<file path="config.mk">
export PLATFORM = sky130hd
export DESIGN_NAME = and_not_g_flat
export DESIGN_NICKNAME = d
export VERILOG_FILES = /design/src/rtl/and_not_g_if.sv /design/src/rtl/and_not_g.sv /design/src/flat_wrapper.sv
export SDC_FILE = /design/constraint.sdc
export NUM_CORES = 1
export LEC_CHECK = 0
export ABC_CLOCK_PERIOD_IN_PS = 1500
export CORE_AREA = 2 2 39 41
export DETAILED_ROUTE_END_ITERATION = 10
export DIE_AREA = 0 0 41 43
export PLACE_DENSITY = 0.45
export RECOVER_POWER = 25
export SLEW_MARGIN = 0
export SYNTH_ARGS = -nofsm -noshare
export SYNTH_HDL_FRONTEND = slang
export SYNTH_SLANG_ARGS = --single-unit
</file>
<file path="constraint.sdc">
create_clock -name clk -period 1.5 [get_ports clk]
set_clock_uncertainty 0.05 [all_clocks]
set_input_delay 0.45 -clock clk [delete_from_list [all_inputs] [get_ports clk]]
set_output_delay 0.45 -clock clk [all_outputs]
set_load 0.02 [all_outputs]
</file>
<file path="src/rtl/and_not_g_if.sv">
// Valid-qualified operand/result bundle for the and_not_g gate cell.
// The producer drives the master side; the gate cell takes the slave side.
interface and_not_g_if #(
  parameter int WIDTH = 1
);
  logic             in_valid;
  logic [1:0]       op;
  logic [WIDTH-1:0] m;
  logic [WIDTH-1:0] n;
  logic [WIDTH-1:0] p;
  logic [WIDTH-1:0] and_o;
  logic             out_valid;
  logic             op_err;

  modport master (
    output in_valid, op, m, n,
    input  p, and_o, out_valid, op_err
  );

  modport slave (
    input  in_valid, op, m, n,
    output p, and_o, out_valid, op_err
  );
endinterface

</file>
<file path="src/rtl/and_not_g.sv">
// Registered AND/NOT/NAND gate cell; latency 1, or 2 with AND_NOT_G_PIPE_EN defined.
// One op per cycle, no backpressure: every out_valid must be taken by the consumer.
module and_not_g #(
  parameter int WIDTH = 1
) (
  input logic        clk,
  input logic        rst_n,
  and_not_g_if.slave bus
);
  localparam logic [1:0] OP_AND  = 2'b00;
  localparam logic [1:0] OP_NOT  = 2'b01;
  localparam logic [1:0] OP_NAND = 2'b10;

  logic [WIDTH-1:0] w_w1;
  logic             w_vld;
  logic [1:0]       w_op;
  logic [WIDTH-1:0] w_node;
  logic [WIDTH-1:0] w_m;
  logic [WIDTH-1:0] w_p;
  logic             w_err;

  logic [WIDTH-1:0] r_p;
  logic [WIDTH-1:0] r_and;
  logic             r_vld;
  logic             r_err;

  assign w_w1 = bus.m & bus.n;

`ifdef AND_NOT_G_PIPE_EN
  logic             r_s1_vld;
  logic [1:0]       r_s1_op;
  logic [WIDTH-1:0] r_s1_w1;
  logic [WIDTH-1:0] r_s1_m;

  // Stage 1 captures the AND node plus what the NOT/select stage still needs.
  always_ff @(posedge clk or negedge rst_n) begin
    if (!rst_n) begin
      r_s1_vld <= 1'b0;
      r_s1_op  <= 2'b00;
      r_s1_w1  <= '0;
      r_s1_m   <= '0;
    end else begin
      r_s1_vld <= bus.in_valid;
      if (bus.in_valid) begin
        r_s1_op <= bus.op;
        r_s1_w1 <= w_w1;
        r_s1_m  <= bus.m;
      end
    end
  end

  assign w_vld  = r_s1_vld;
  assign w_op   = r_s1_op;
  assign w_node = r_s1_w1;
  assign w_m    = r_s1_m;
`else
  assign w_vld  = bus.in_valid;
  assign w_op   = bus.op;
  assign w_node = w_w1;
  assign w_m    = bus.m;
`endif

  always_comb begin
    w_p   = '0;
    w_err = 1'b0;
    case (w_op)
      OP_AND:  w_p = w_node;
      OP_NOT:  w_p = ~w_m;
      OP_NAND: w_p = ~w_node;
      default: w_err = 1'b1;
    endcase
  end

  // Result registers only load on a valid beat so they hold through gaps.
  always_ff @(posedge clk or negedge rst_n) begin
    if (!rst_n) begin
      r_p   <= '0;
      r_and <= '0;
      r_vld <= 1'b0;
      r_err <= 1'b0;
    end else begin
      r_vld <= w_vld;
      if (w_vld) begin
        r_p   <= w_p;
        r_and <= w_node;
        r_err <= w_err;
      end
    end
  end

  assign bus.p         = r_p;
  assign bus.and_o     = r_and;
  assign bus.out_valid = r_vld;
  assign bus.op_err    = r_err;
endmodule

</file>
<file path="src/flat_wrapper.sv">
// flat-port wrapper written by rule: the top's interface ports become plain ports
module and_not_g_flat 
#(
  parameter int WIDTH = 1
)
  (clk, rst_n, bus_in_valid, bus_op, bus_m, bus_n, bus_p, bus_and_o, bus_out_valid, bus_op_err);
  and_not_g_if #(.WIDTH(WIDTH)) bus_i ();
  input logic clk;
  input logic rst_n;
  input wire logic [$bits(bus_i.in_valid)-1:0] bus_in_valid;
  input wire logic [$bits(bus_i.op)-1:0] bus_op;
  input wire logic [$bits(bus_i.m)-1:0] bus_m;
  input wire logic [$bits(bus_i.n)-1:0] bus_n;
  output wire logic [$bits(bus_i.p)-1:0] bus_p;
  output wire logic [$bits(bus_i.and_o)-1:0] bus_and_o;
  output wire logic [$bits(bus_i.out_valid)-1:0] bus_out_valid;
  output wire logic [$bits(bus_i.op_err)-1:0] bus_op_err;
  assign bus_i.in_valid = bus_in_valid;
  assign bus_i.op = bus_op;
  assign bus_i.m = bus_m;
  assign bus_i.n = bus_n;
  assign bus_p = bus_i.p;
  assign bus_and_o = bus_i.and_o;
  assign bus_out_valid = bus_i.out_valid;
  assign bus_op_err = bus_i.op_err;
  and_not_g #(.WIDTH(WIDTH)) u_core (.clk(clk), .rst_n(rst_n), .bus(bus_i));
endmodule
</file>
-- Yosys cells after proc, flatten, opt, wreduce, memory -nomap -nowiden
Index checks and enable logic that the tools add are counted.
- flip-flop bits (word level): 4
- memories kept: 0
- memory bits (read-only): 0
- bits in writable memories: 0
- output and inout bits: 4
- bits in latches: 0
- bits of input ports: 7
- $lt $le $gt $ge: 0
- add/sub/neg operators: 0
- reduce and logical (&&, ||, !) cells: 2
- bitwise logic cells: 3
- divide/modulo/power cells: 0
- multiply operators: 0
- multiplexer cells: 2
- shifts and indexed selects: 0
- eq/ne operators: 2
- operators with widths (kind ; count):
    $pmux 1 s3 ; 1
    $reduce_or 3->1 ; 1
    $eq 2x1->1 const B ; 1
    $eq 2x2->1 const B ; 1
    $logic_not 2->1 ; 1
    $not 1->1 ; 2
    $and 1x1->1 ; 1
    $mux 1 ; 1

-- Logic depth before layout (Yosys ltp)
Gate-level depths: netlist of the first run.
- depth after elaboration: 3
- gate-level depth with buffers: 3
- depth with buffers taken out: 3

-- Worst setup path before layout of the first run
No wires, ideal clock.
- kind: input to register
- from: input bus_n
- to: register u_core.r_p (netlist: u_core.bus.p)
- buffers on the path: 0
- slack: 0.564 ns
- stages: 3
- data arrival time: 0.758 ns
- data required time: 1.322 ns
- path through: nand2_1 > mux2i_1 > a31oi_1
- longest elaborated chain between the ends: 3
- ends and longest elaborated chain (what ; RTL line ; RTL):
    start, declared ; flat_wrapper.sv:13 ; input wire logic [$bits(bus_i.n)-1:0] bus_n;
    $and 1x1->1 (*) ; and_not_g.sv:27 ; assign w_w1 = bus.m & bus.n;
    $not 1->1 ; and_not_g.sv:69 ; OP_NAND: w_p = ~w_node;
    $pmux 1 s3 (*) ; and_not_g.sv:66 ; case (w_op)
    end signal, assigned ; and_not_g.sv:84 ; r_p <= w_p;
    end, declared ; and_not_g.sv:22 ; logic [WIDTH-1:0] r_p;
Every way passes the cells marked *; elsewhere a longest branch is shown, timed or not.
A chain may end at the register's enable or synchronous reset.

-- Final worst setup path of the first run
- from: register u_core.r_err (netlist: u_core.bus.op_err)
- to: output bus_op_err
- RTL lines (what ; RTL line ; RTL):
    start, declared ; and_not_g.sv:25 ; logic r_err;
    start signal, assigned ; and_not_g.sv:86 ; r_err <= w_err;
    end, declared ; flat_wrapper.sv:17 ; output wire logic [$bits(bus_i.op_err)-1:0] bus_op_err;
No word-level cell between the ends.

==> results of run 1 <==
[layout make-up]
cell class / count / area, um^2
fillers: 153 / 1080
flip-flops and latches: 4 / 100
repair buffers: 10 / 95.1
multi-input cells: 12 / 61.3
clock buffers: 3 / 22.5
well taps: 16 / 20.0
inverters: 2 / 7.51
[worst paths after layout]
kind | start | to | slack, ns | cells after the start
max | u_core.bus.op_err$_DFFE_PN0P_ | bus_op_err | 0.08 | 1
min | rst_n | u_core.bus.out_valid$_DFF_PN0_ | 0.44 | 1
min in group clk | u_core.bus.and_o$_DFFE_PN0P_ | u_core.bus.and_o$_DFFE_PN0P_ | 0.46 | 2
max reg2reg | u_core.bus.p$_DFFE_PN0P_ | u_core.bus.p$_DFFE_PN0P_ | 0.81 | 2
max in group asynchronous | rst_n | u_core.bus.and_o$_DFFE_PN0P_ | 0.79 | 1
min reg2reg | u_core.bus.and_o$_DFFE_PN0P_ | u_core.bus.and_o$_DFFE_PN0P_ | 0.46 | 2
[cells by family (layout without fill, tap and decap cells)]
family	Yosys count	after routing	share of synthesized area (%)
buffers and inverters	2	15	4.45
AOI/OAI and AO/OA	3	3	9.63
and+or+nand+nor	8	8	20.7
muxes	1	1	5.93
DFF	4	4	59.3
[worst reg2reg max path: cells and delay by family, from the launching register on]
kind / cells / cell delay, ns
compound gates: 1 / 0.05
flops: 1 / 0.37
simple gates: 1 / 0.10
[where the power goes]
group          switching [mW]  internal, mW
Clock                  0.0375        0.0891
Sequential            0.00379         0.117
Combinational          0.0286        0.0280
[cells in the final DEF (no fill, tap or decap), drive strengths merged]
master	n
clkdlybuf4s50	5
nand2	2
a31oi	1
nor2b	1
o21ai	2
mux2i	1
clkbuf	3
dfrtp	4
dlygate4sd3	1
nand3	2
nor2	3
inv	2
dlygate4sd2	4
[per-stage QoR]
| stage | cells | utilization [%] | cell area (um^2) |
|---|---|---|---|
| 5_1_grt | 47 | 22.2 | 307 |
| 4_1_cts | 47 | 22.2 | 307 |
| 2_1_floorplan | 18 | - | 169 |
| 6_report | 47 | 22.2 | 307 |
| 3_3_place_gp | 44 | 20.9 | 289 |
| 3_5_place_dp | 44 | 20.9 | 289 |
[repair_timing]
| item | in CTS | in global routing |
|---|---|---|
| hold buffers | 0 | 0 |
| endpoints found under the hold margin | 0 | 0 |
| setup buffers | 0 | 0 |
| endpoints found under the setup margin | 4 | 0 |
| gates resized for setup | 4 | 0 |
[state kept, by name (all words and copies together), names as in the netlist]
register and flops:
u_core.bus.op_err 1, u_core.bus.and_o 1, u_core.bus.out_valid 1, u_core.bus.p 1
[routing by layer]
layer,vias up,routed length (um),share of wire (%),GRT usage (%)
met5,-,0,0,0
met4,0,6,1.6,8.00
met3,2,70,19,4.71
met2,11,139,38,6.25
met1,73,150,41,5.88
li1,87,-,-,-
==> impl_metrics.ini, run 1 <==
[outcome]
status = finished clean

[logic_synthesis]
synth_cell_type_count = 9
synthArstFlopShare_pct = 100
yosys_register_bits = 4
synth_top_cell_by_area = dfrtp_1
synth_flop_cell = dfrtp_1
yosys-top-cells-count = dfrtp_1 (4), nor2_1 (3)
ys_seq_area_share_pct = 59.3
synth_top_area_share_pct = 59.3
syn-cell-area_um2 = 169
yosys-top-cells-area = dfrtp_1 (59%), nor2_1 (6.7%), mux2i_1 (5.9%), nand3_1 (5.9%), o21ai_0 (5.9%)
synth_most_common_cell = dfrtp_1
syn_inst = 18
syn-num-nets = 25
synth-edff-count = 0
yosys_warnings = 0
syn_area_per_cell_um2 = 9.38

[clock_network]
cts_root_buf = clkbuf_4
cts.sinks = 4
clockBufferDepth = 2
htree_levels = 1
clkTransAtPathRegs_ns = 0.03
clock_latency_ns = 0.23
cts_tree = done
cts_buffers = 3

[timing]
setup_viol = 0
fin_crit_ns = 1.42
tightest_slew_ns = 0.200
rsz0062_at_grt = false
tns_ns = 0
hold_viol_final = 0
fmax_mhz = 705
holdWs_ns = 0.444
period_share_pct = 94.5
setup_slack_ns = 0.0820
slew_headroom_pct = 86.6
slew_violations = 0

[finish]
syn_to_final_growth_pct = 81.5
layout-drive-gt1-share_pct = 9.68
antenna_cells = 0
nNetsFinal = 40

[setup_path]
worstPathArrival_ns = 0.92
crit_chain = dlygate4sd2_1
crit_path_max_fanout = 2
cp-end-kind = output pin
start_kind = flop
crit_path_max_incr_delay_ns = 0.37
crit_type = flop to output pin
crit_path_top_delay_cell = dfrtp_1
worstPathRequired_ns = 1.00
critPathTopFamily = flip-flops
crit_buf_inv = 1

[grt]
antenna_found_initial = 0
first_global_vias = 163
grt_max_degree = 8
grt_pass1_wl_um = 607
grt_use_total_pct = 5.95
overflow = 0

[flow_run]
drv_cap = 0

[min_path]
hold_path.class = input pin to asynchronous set/reset pin

[placed_design]
numPortBuffers = 10
dpl_worst_slack_ns = 0.0257
gp_congestion = 0.657

[routing]
viasPerCell = 3.68
wire_per_inst_um = 7.79
drc = 0
drt-initial-drc-count = 5
firstDrtPassIters = 4
ant_nets = 0
num_vias = 173
wl_um = 366

[floorplanning]
core_um2 = 1380
die_y_um = 43
fp.dieW_um = 41
start_util_pct = 12.2
row_count = 14
die_area_um2 = 1760
num_io_pins = 11

[power]
ir_drop_v = 0.000174
total_power_mw = 0.304
p_leak_nw = 0.142
power_density_nw_per_um2 = 992
No activity file was read; power rests on OpenSTA's default activity.
==> run 2: changes to the inputs <==
PLACE_DENSITY = not set   (was 0.45)
==> impl_metrics.ini, run 2 (synthesis results as in run 1) <==
[floorplanning]
core_um2 = 1380
start_util_pct = 12.2
fp.dieW_um = 41
die_area_um2 = 1760
die_y_um = 43
row_count = 14
num_io_pins = 11

[power]
p_int_mw = 0.235
power_density_nw_per_um2 = 1000
ir_drop_v = 0.000242
p_switching_mw = 0.0730
p_comb_share_pct = 18.2
seqPwrFrac_pct = 39.2
switching_share_pct = 23.7
p_leak_nw = 0.142
p_clk_share_pct = 42.5

[clock_network]
clkTransAtPathRegs_ns = 0.04
clockBufferDepth = 2
ctsHoldBuffers = 0
cts_buffers = 3
htree_levels = 1
clock_latency_ns = 0.23
cts_root_buf = clkbuf_4
cts_tree = done
cts.sinks = 4
postCtsSetupBuffers = 0

[timing]
fin_crit_ns = 1.42
setup_viol = 0
rsz0062_at_grt = false
hold_viol_final = 0
period_share_pct = 94.5
slew_violations = 0
slew_headroom_pct = 85.4
tns_ns = 0
tightest_slew_ns = 0.219
fmax_mhz = 705

[setup_path]
crit_buf_inv = 1
crit_path_top_delay_cell = dfrtp_1
crit_type = flop to output pin
crit_path_max_fanout = 2
worst_r2r_path_depth = 2
rr_endpoint = u_core.bus.p$_DFFE_PN0P_
critPathTopFamily = flip-flops
start_kind = flop
crit_chain = dlygate4sd2_1
crit_path_max_incr_delay_ns = 0.37
r2r_slack_ns = 0.81
regToRegStartpoint = u_core.bus.p$_DFFE_PN0P_
worstPathRequired_ns = 1.00
worstPathArrival_ns = 0.92
cp-end-kind = output pin

[finish]
final_cell_mix = clkdlybuf4s50_1 (5), dlygate4sd2_1 (4), dfrtp_1 (4)
layout-drive-gt1-share_pct = 9.68
fill_cells = 156
antenna_cells = 0
nNetsFinal = 40
fin_cells = 47
seqCellArea_um2 = 100
syn_to_final_growth_pct = 81.5
fin_util_pct = 22.2
layout_commonest_cell = clkdlybuf4s50_1
finalInstanceArea_um2 = 307
multi_input_area_um2 = 61.3

[routing]
drt-initial-drc-count = 3
wl_um = 345
wl_met3_um = 54
top_layer = met3
ant_nets = 0
routedLengthMet1_um = 143
wl_met2_um = 147
num_vias = 168
firstDrtPassIters = 4
drc = 0
wire_per_inst_um = 7.34
viasPerCell = 3.57

[min_path]
hold_path.class = input pin to asynchronous set/reset pin

[grt]
grt_use_total_pct = 5.43
antenna_found_initial = 0
first_global_vias = 134
grt_pass1_wl_um = 517
grt_max_degree = 8
overflow = 0

[placed_design]
dp.cells = 44
gp_congestion = 0.564
placed_cell_area_um2 = 289
numPortBuffers = 10

[flow_run]
drv_cap = 0

[outcome]
status = finished clean
==> run 2: power by group through the flow <==
stage                     logic, mW  clock network (mW)  registers [mW]
after floorplan              0.0112                   0           0.134
after global placement       0.0629                   0           0.122
after detailed placement     0.0634                   0           0.123
after CTS                    0.0573               0.138           0.121
after global routing         0.0613               0.151           0.121
final                        0.0561               0.131           0.121
==> run 2: per-layer routing <==
layer | vias to the layer above | GRT usage (%)
li1 | 87 | -
met1 | 69 | 6.13
met2 | 12 | 4.06
met3 | 0 | 3.66
met4 | 0 | 10.0
met5 | - | 0
==> run 2: worst max path at each step <==
stage | depth (start not counted) | start | to | slack [ns]
finish | 1 | u_core.bus.p$_DFFE_PN0P_ | bus_p | 0.08
global route | 1 | u_core.bus.p$_DFFE_PN0P_ | bus_p | 0.04
CTS | 1 | u_core.bus.p$_DFFE_PN0P_ | bus_p | 0.07
detailed placement | 4 | bus_op[1] | u_core.bus.p$_DFFE_PN0P_ | 0.02
global placement | 4 | bus_op[1] | u_core.bus.p$_DFFE_PN0P_ | 0.04
floorplan | 3 | bus_n | u_core.bus.p$_DFFE_PN0P_ | 0.56
==> run 2: timing repair <==
item | in CTS | in global routing
endpoints found under the hold margin | 0 | 0
setup endpoints to repair | 4 | 0
gates resized for setup | 4 | 0
==> run 2: area by class of cell <==
cell class / count / area share, %
clock buffers: 3 / 7.35
flip-flops and latches: 4 / 32.7
multi-input cells: 12 / 20.0
repair buffers: 10 / 31.0
inverters: 2 / 2.45
well taps: 16 / 6.53
==> run 2: metrics by stage <==
stage / power (mW) / hold slack [ns] / setup slack (ns)
after floorplan: 0.145 / 0.104 / 0.564
after global placement: 0.185 / 0.465 / 0.0401
after detailed placement: 0.186 / 0.468 / 0.0228
after CTS: 0.316 / 0.358 / 0.0701
after global routing: 0.334 / 0.439 / 0.0418
final: 0.308 / 0.434 / 0.0822
